`src/rtl/axi_chk_len_fifo.sv`:
```
// Small FIFO of burst lengths. Callers never pop when empty and never
// push into a full FIFO unless popping in the same cycle.
module axi_chk_len_fifo #(
    parameter int DEPTH = 8,
    parameter int W     = 4
) (
    input  logic                   clk,
    input  logic                   resetn,
    input  logic                   push,
    input  logic                   pop,
    input  logic [W-1:0]           din,
    output logic [W-1:0]           dout,
    output logic                   full,
    output logic                   empty,
    output logic [$clog2(DEPTH):0] count
);
    localparam int PW = $clog2(DEPTH);

    logic [W-1:0]  mem [DEPTH];
    logic [PW-1:0] wptr, rptr;

    assign dout  = mem[rptr];
    assign full  = (count == (PW+1)'(DEPTH));
    assign empty = (count == '0);

    // Storage write; contents need no reset since count gates every read.
    always_ff @(posedge clk)
        if (push) mem[wptr] <= din;

    // Pointers and occupancy.
    always_ff @(posedge clk or negedge resetn) begin
        if (!resetn) begin
            wptr  <= '0;
            rptr  <= '0;
            count <= '0;
        end else begin
            if (push) wptr <= wptr + 1'b1;
            if (pop)  rptr <= rptr + 1'b1;
            case ({push, pop})
                2'b10:   count <= count + 1'b1;
                2'b01:   count <= count - 1'b1;
                default: count <= count;
            endcase
        end
    end
endmodule

```
`config.mk`:
```
export PLATFORM = sky130hd
export DESIGN_NAME = axi_chk_len_fifo
export DESIGN_NICKNAME = d
export VERILOG_FILES = /design/src/rtl/axi_chk_len_fifo.sv
export SDC_FILE = /design/constraint.sdc
export NUM_CORES = 1
export LEC_CHECK = 0
export CORE_MARGIN = 8
export CORE_UTILIZATION = 55
export CTS_CLUSTER_DIAMETER = 100
export CTS_CLUSTER_SIZE = 14
export DETAILED_ROUTE_END_ITERATION = 7
export PLACE_DENSITY = 0.78
export SLEW_MARGIN = 0
export SYNTH_ARGS = -nofsm -noshare
export SYNTH_HDL_FRONTEND = slang
export SYNTH_SLANG_ARGS = --single-unit
```
`constraint.sdc`:
```
create_clock -name clk -period 4.07 [get_ports clk]
set_clock_uncertainty 0.05 [all_clocks]
set_input_delay 1.221 -clock clk [delete_from_list [all_inputs] [get_ports clk]]
set_output_delay 1.221 -clock clk [all_outputs]
set_load 0.01 [all_outputs]
```
==> flow_metrics.tcl, run 1 <==
set metrics [dict create \
    final_max_slew_viol_count 0 \
    avg_inst_size_synth_um2 17.5 \
    cts_made_buffers 5 \
    drtIter0Drc 80 \
    crit_path_top_delay_cell "sky130_fd_sc_hd__dfrtp_1" \
    routabilityCongestion 0.786 \
    io_buffer_count 17 \
    worst_slew_margin_rel 0.482 \
    status "finished, final reports clean" \
    wl_per_cell_um 17.8 \
    synth_seq_area_share 0.686 \
    antenna_found_initial 0 \
    clockRootBuffer "sky130_fd_sc_hd__clkbuf_4" \
    worst-endpoint-arrival_ns 2.42 \
    power_per_unit_of_standard_cell_area_nw_per_um2 665 \
    fmaxAchievable_mhz 271 \
    finish.utilization 0.664 \
    cts_buffer_depth 2 \
    routed-via-count 931 \
    timing_hold_violations_final 0 \
    path_clk_slew_ns 0.11 \
    nets 135 \
    multiInputGateArea_um2 538 \
    criticalPathCategory "reg -> out" \
    crit_fanout 10 \
    drt_pre_antenna_iters 4 \
    timing_worst_slew_pin_value_ns 0.771 \
    seq_area_um2 1210 \
    antennaDiodeCount 0 \
    postCtsHoldBufs 0 \
    die_area_um2 5280 \
    cts_tree "done" \
    final_period_minus_worst_setup_slack_ns 3.69 \
    floorplan.initialDensity 0.578 \
    worst_hold_path.num_cells 1 \
    startpoint_class "flop" \
    worst_ir_drop_vdd_mv 0.336 \
    worstSkewPairLatency_ns 0.34 \
    grt_setup_unrepaired "false" \
    grt_first_pass_wirelength_um 4820 \
    post_synth_inst_count 101 \
    syn-num-nets 114 \
    timing.final.setup_violations 0 \
    cts.repair.resized 0 \
    floorplan.io_pins 18 \
    grtUsageTotal 0.126 \
    cts.repair_timing.setup_buffer_count 0 \
    number_of_max_cap_violations 0 \
    fp-row-count 20 \
    floorplan.core_area_um2 3050 \
    cts.htree.levels 2 \
    avgViaCountPerCell 5.57 \
    die_width_um 72.7 \
    total_power_uw 1350 \
    r2r.worst_path.cells 4 \
    hold_wc_path_type "reg -> reg" \
    globalRouteOverflowTotal 0 \
    post_route_cells_drive_above_1_share 0.171 \
    routed_wl_um 2980 \
    area_growth_pct 14.8 \
    postRouteAntennaNets 0 \
    synthesis_warning_total 0 \
    cts_sinks 42 \
    path_cells "mux4_2 -> mux2_2 -> clkdlybuf4s50_1" \
    required_ns 2.80 \
    totalNegativeSetupSlack_ns 0 \
    grt_start_max_net_pins 13 \
    die_y_um 72.7 \
    fillCellCount 215 \
    crit_path_max_incr_delay_ns 0.73 \
    cp-end-kind "output port" \
    dp_hpwl_um 2130 \
    grt_pass1_vias 920 \
    yosys.cell_types.count 23 \
    syn_area_um2 1770 \
    leakagePower_uw 0.000700 \
    remaining_drc_errors 0 \
    synth_seq_cells 42 \
    final_min_period_over_clock_period 0.907 \
]
==> final cells by class <==
cell class	instances	share of cell area
sequential	42	0.598
clock buffer	8	0.0241
timing repair buffer	17	0.0840
tap	44	0.0272
multi-input combinational	55	0.265
inverter	1	0.00185
==> cell usage in the layout (no fill, tap or decap) <==
master                            synthesis  final
sky130_fd_sc_hd__clkdlybuf4s50_1          0     17
sky130_fd_sc_hd__xnor2_1                  3      3
sky130_fd_sc_hd__a31oi_1                  1      1
sky130_fd_sc_hd__clkbuf_1                 2      3
sky130_fd_sc_hd__nand3b_1                 1      1
sky130_fd_sc_hd__ha_1                     5      5
sky130_fd_sc_hd__nand2_1                  5      5
sky130_fd_sc_hd__or2b_1                   1      1
sky130_fd_sc_hd__clkbuf_4                 0      5
sky130_fd_sc_hd__o21ai_0                  1      1
sky130_fd_sc_hd__nor4_1                   1      1
sky130_fd_sc_hd__mux2_2                   7      7
sky130_fd_sc_hd__nand2b_1                 3      3
sky130_fd_sc_hd__xor2_1                   6      6
sky130_fd_sc_hd__nor3_1                   2      2
sky130_fd_sc_hd__a21oi_1                  1      1
sky130_fd_sc_hd__edfxtp_1                32     32
sky130_fd_sc_hd__nor2_1                   7      7
sky130_fd_sc_hd__inv_1                    1      1
sky130_fd_sc_hd__mux4_2                   8      8
sky130_fd_sc_hd__dfrtp_1                 10     10
sky130_fd_sc_hd__or4b_1                   1      1
sky130_fd_sc_hd__nor4b_1                  1      1
sky130_fd_sc_hd__or3_2                    1      1
==> final timing paths <==
path | startpoint | endpoint | slack (ns)
max | rptr[0] | dout[1] | 0.38
min | count[3] | count[3] | 0.46
max reg2reg | count[0] | count[3] | 2.37
min reg2reg | count[3] | count[3] | 0.46
max in group asynchronous | resetn | wptr[0] | 2.51
min in group asynchronous | resetn | rptr[0] | 1.14
==> registers in the layout (all words and copies together), names as in the netlist <==
signal,count
count,4
wptr,3
rptr,3
mem,32
==> critical path, delay by kind of cell, from the launching register on <==
kind                   cells  cell delay (ns)
buffers and inverters      1             0.49
muxes                      2             0.86
DFF                        1             0.73
==> layer usage <==
metal,track usage,share of wire
met5,0,0
met4,0.0533,0.0050
met3,0.0467,0.038
met2,0.193,0.51
met1,0.156,0.45
==> logic make-up (layout without fill, tap and decap cells) <==
group | after synthesis | after routing | synth area share
buffers and inverters | 4 | 26 | 0.00921
DFF | 42 | 42 | 0.686
AOI/OAI and AO/OA | 3 | 3 | 0.00921
muxes | 15 | 15 | 0.147
adders and majority gates | 5 | 5 | 0.0354
and+or+nand+nor | 23 | 23 | 0.0688
xor gates and xnor gates | 9 | 9 | 0.0447
==> metrics by stage <==
step / area (um2) / hold WS, ns / setup WS, ns / cells
after floorplan: 1770 / 0.430 / 1.41 / 101
after global placement: 1980 / 0.447 / 0.764 / 159
after detailed placement: 1980 / 0.451 / 0.722 / 159
after CTS: 2030 / 0.466 / 0.325 / 167
after global routing: 2030 / 0.507 / 0.238 / 167
final: 2030 / 0.464 / 0.379 / 167
==> synth_stat cells <==
library cell               instances  area share
sky130_fd_sc_hd__nand2_1           5       0.011
sky130_fd_sc_hd__edfxtp_1         32        0.54
sky130_fd_sc_hd__nor4b_1           1      0.0050
sky130_fd_sc_hd__buf_2             1      0.0028
sky130_fd_sc_hd__mux2_2            7       0.045
sky130_fd_sc_hd__inv_1             1      0.0021
sky130_fd_sc_hd__or2b_1            1      0.0043
sky130_fd_sc_hd__a21oi_1           1      0.0028
sky130_fd_sc_hd__or4b_1            1      0.0057
sky130_fd_sc_hd__nor4_1            1      0.0035
sky130_fd_sc_hd__dfrtp_1          10        0.14
sky130_fd_sc_hd__nand2b_1          3       0.011
sky130_fd_sc_hd__mux4_2            8        0.10
sky130_fd_sc_hd__nor3_1            2      0.0057
sky130_fd_sc_hd__ha_1              5       0.035
sky130_fd_sc_hd__xor2_1            6       0.030
sky130_fd_sc_hd__a31oi_1           1      0.0035
sky130_fd_sc_hd__nor2_1            7       0.015
sky130_fd_sc_hd__xnor2_1           3       0.015
sky130_fd_sc_hd__nand3b_1          1      0.0043
sky130_fd_sc_hd__o21ai_0           1      0.0028
sky130_fd_sc_hd__clkbuf_1          2      0.0043
sky130_fd_sc_hd__or3_2             1      0.0043
==> report_power, final <==
part | total, uW | internal [uW] | switching, uW
sequential | 690 | 563 | 127
clock | 187 | 68.9 | 118
combinational | 471 | 297 | 174
(Power assumes the default switching activity.)
==> run 2: changes to the inputs <==
--- a/config.mk
+++ b/config.mk
@@ -6,11 +6,11 @@
 export NUM_CORES = 1
 export LEC_CHECK = 0
 export CORE_MARGIN = 8
-export CORE_UTILIZATION = 55
+export CORE_UTILIZATION = 45
 export CTS_CLUSTER_DIAMETER = 100
 export CTS_CLUSTER_SIZE = 14
 export DETAILED_ROUTE_END_ITERATION = 7
-export PLACE_DENSITY = 0.78
+export PLACE_DENSITY = 0.66
 export SLEW_MARGIN = 0
 export SYNTH_ARGS = -nofsm -noshare
 export SYNTH_HDL_FRONTEND = slang
==> run 2 against run 1 <==
Power rose by 9.1%. Via count fell by 5.7%. Register-to-register slack improved by 0.04 ns. Global-route usage fell by 2.5 points. First-iteration DRC count rose by 26%. Design area rose by 3.2%. Worst hold slack improved by 0.0035 ns. Combinational power fell by 1%. Sequential power barely moved. Non-clock buffer count did not move. Die area rose by 17%. Setup slack improved by 0.088 ns. Largest power group unchanged.
==> flow_metrics.tcl, run 2 (synthesis results as in run 1) <==
set metrics [dict create \
    status "finished, final reports clean" \
    fillCellCount 292 \
    area_growth_pct 18.5 \
    postCtsHoldBufs 0 \
    global_route.usage.met2 0.161 \
    startpoint_class "flop" \
    cts.repair.resized 0 \
    grt_first_pass_wirelength_um 4770 \
    cts_made_buffers 5 \
    groute.layer.met1.usage 0.127 \
    leakagePower_uw 0.000732 \
    hold-worst-slack_ns 0.467 \
    criticalPathCategory "reg -> out" \
    routed_wl_um 2890 \
    globalRouteOverflowTotal 0 \
    totalNegativeSetupSlack_ns 0 \
    worst-endpoint-arrival_ns 2.33 \
    routabilityCongestion 0.734 \
    io_buffer_count 17 \
    timing_hold_violations_final 0 \
    floorplan.core_area_um2 3720 \
    routed-via-count 878 \
    cts_sinks 42 \
    grt-busiest-layer "met2" \
    grt_setup_unrepaired "false" \
    number_of_max_cap_violations 0 \
    floorplan.io_pins 18 \
    worstSkewPairLatency_ns 0.28 \
    timing.final.setup_violations 0 \
    final_period_minus_worst_setup_slack_ns 3.60 \
    antenna_found_initial 0 \
    nets 135 \
    final_min_period_over_clock_period 0.885 \
    final_common_cell "sky130_fd_sc_hd__edfxtp_1" \
    die_area_um2 6180 \
    clockRootBuffer "sky130_fd_sc_hd__clkbuf_8" \
    required_ns 2.80 \
    grtUsageTotal 0.101 \
    hold_wc_path_type "reg -> reg" \
    power_per_unit_of_standard_cell_area_nw_per_um2 703 \
    registers.top_by_ff_count "mem" \
    die_width_um 78.6 \
    post_route_cells_drive_above_1_share 0.195 \
    timing_worst_slew_pin_value_ns 0.742 \
    top_regs "mem x32, count x4" \
    grt_pass1_vias 947 \
    layout_common_cells "sky130_fd_sc_hd__edfxtp_1, sky130_fd_sc_hd__clkdlybuf4s50_1, sky130_fd_sc_hd__dfrtp_1" \
    cts_tree "done" \
    max_ffs_per_register 32 \
    cts_buffer_depth 2 \
    fp-row-count 22 \
    crit_fanout 10 \
    wl_per_cell_um 16.9 \
    fmaxAchievable_mhz 278 \
    cts.repair_timing.setup_buffer_count 0 \
    worst_ir_drop_vdd_mv 0.365 \
    worst_slew_margin_rel 0.502 \
    grt_start_max_net_pins 14 \
    floorplan.initialDensity 0.475 \
    avgViaCountPerCell 5.13 \
    setup_slack_reg_to_reg_ns 2.41 \
    cts.htree.levels 2 \
    final_max_slew_viol_count 0 \
    cp-end-kind "output port" \
    remaining_drc_errors 0 \
    drt_pre_antenna_iters 4 \
    drtIter0Drc 101 \
    antennaDiodeCount 0 \
    global_route.usage.met3 0.0296 \
    die_y_um 78.6 \
    postRouteAntennaNets 0 \
    finish.utilization 0.563 \
    path_clk_slew_ns 0.07 \
]
run 2: worst paths after layout:
check                                 to  startpoint  cells past startpoint
min in group asynchronous        wptr[0]      resetn                      1
worst max register to register  count[3]    count[0]                      4
worst max-delay path             dout[1]     rptr[0]                      3
worst min-delay path            count[3]    count[3]                      1
max in group asynchronous       count[3]      resetn                      1
worst min register to register  count[3]    count[3]                      1
run 2: power breakdown:
part | leakage [uW] | internal, uW | switching, uW | total (uW)
logic | 0.000266 | 296 | 168 | 464
clock network | 0.0000579 | 180 | 135 | 316
registers | 0.000408 | 563 | 127 | 691
total | 0.000732 | 1040 | 431 | 1470
run 2: cell type report:
type | instances | area, um2 | share of cell area
repair buffers | 17 | 170 | 0.0813
well taps | 48 | 60.1 | 0.0287
clock inverters | 3 | 40.0 | 0.0191
inverters | 1 | 3.75 | 0.00179
clock buffers | 5 | 68.8 | 0.0329
flip-flops and latches | 42 | 1210 | 0.579
multi-input cells | 55 | 538 | 0.257
run 2: critical path: stages, from the launching register on:
cell	delay (ns)
sky130_fd_sc_hd__dfrtp_1	0.72
sky130_fd_sc_hd__mux4_2	0.57
sky130_fd_sc_hd__mux2_2	0.27
sky130_fd_sc_hd__clkdlybuf4s50_1	0.48
run 2: per-stage QoR:
stage          instances  worst slack (ns)  area, um2  total power [uW]
3_3_place_gp         163             0.756       1980              1160
5_1_grt              171             0.311       2090              1560
2_1_floorplan        101              1.41       1770               975
4_1_cts              171             0.434       2090              1490
3_5_place_dp         163             0.720       1980              1180
6_report             171             0.467       2090              1470
run 2: per-layer routing:
layer / vias to the layer above / routed length (um) / share of wire
met4: 0 / 32 / 0.011
met5: - / 0 / 0
met1: 436 / 1330 / 0.46
li1: 426 / - / -
met2: 11 / 1410 / 0.49
met3: 5 / 107 / 0.037
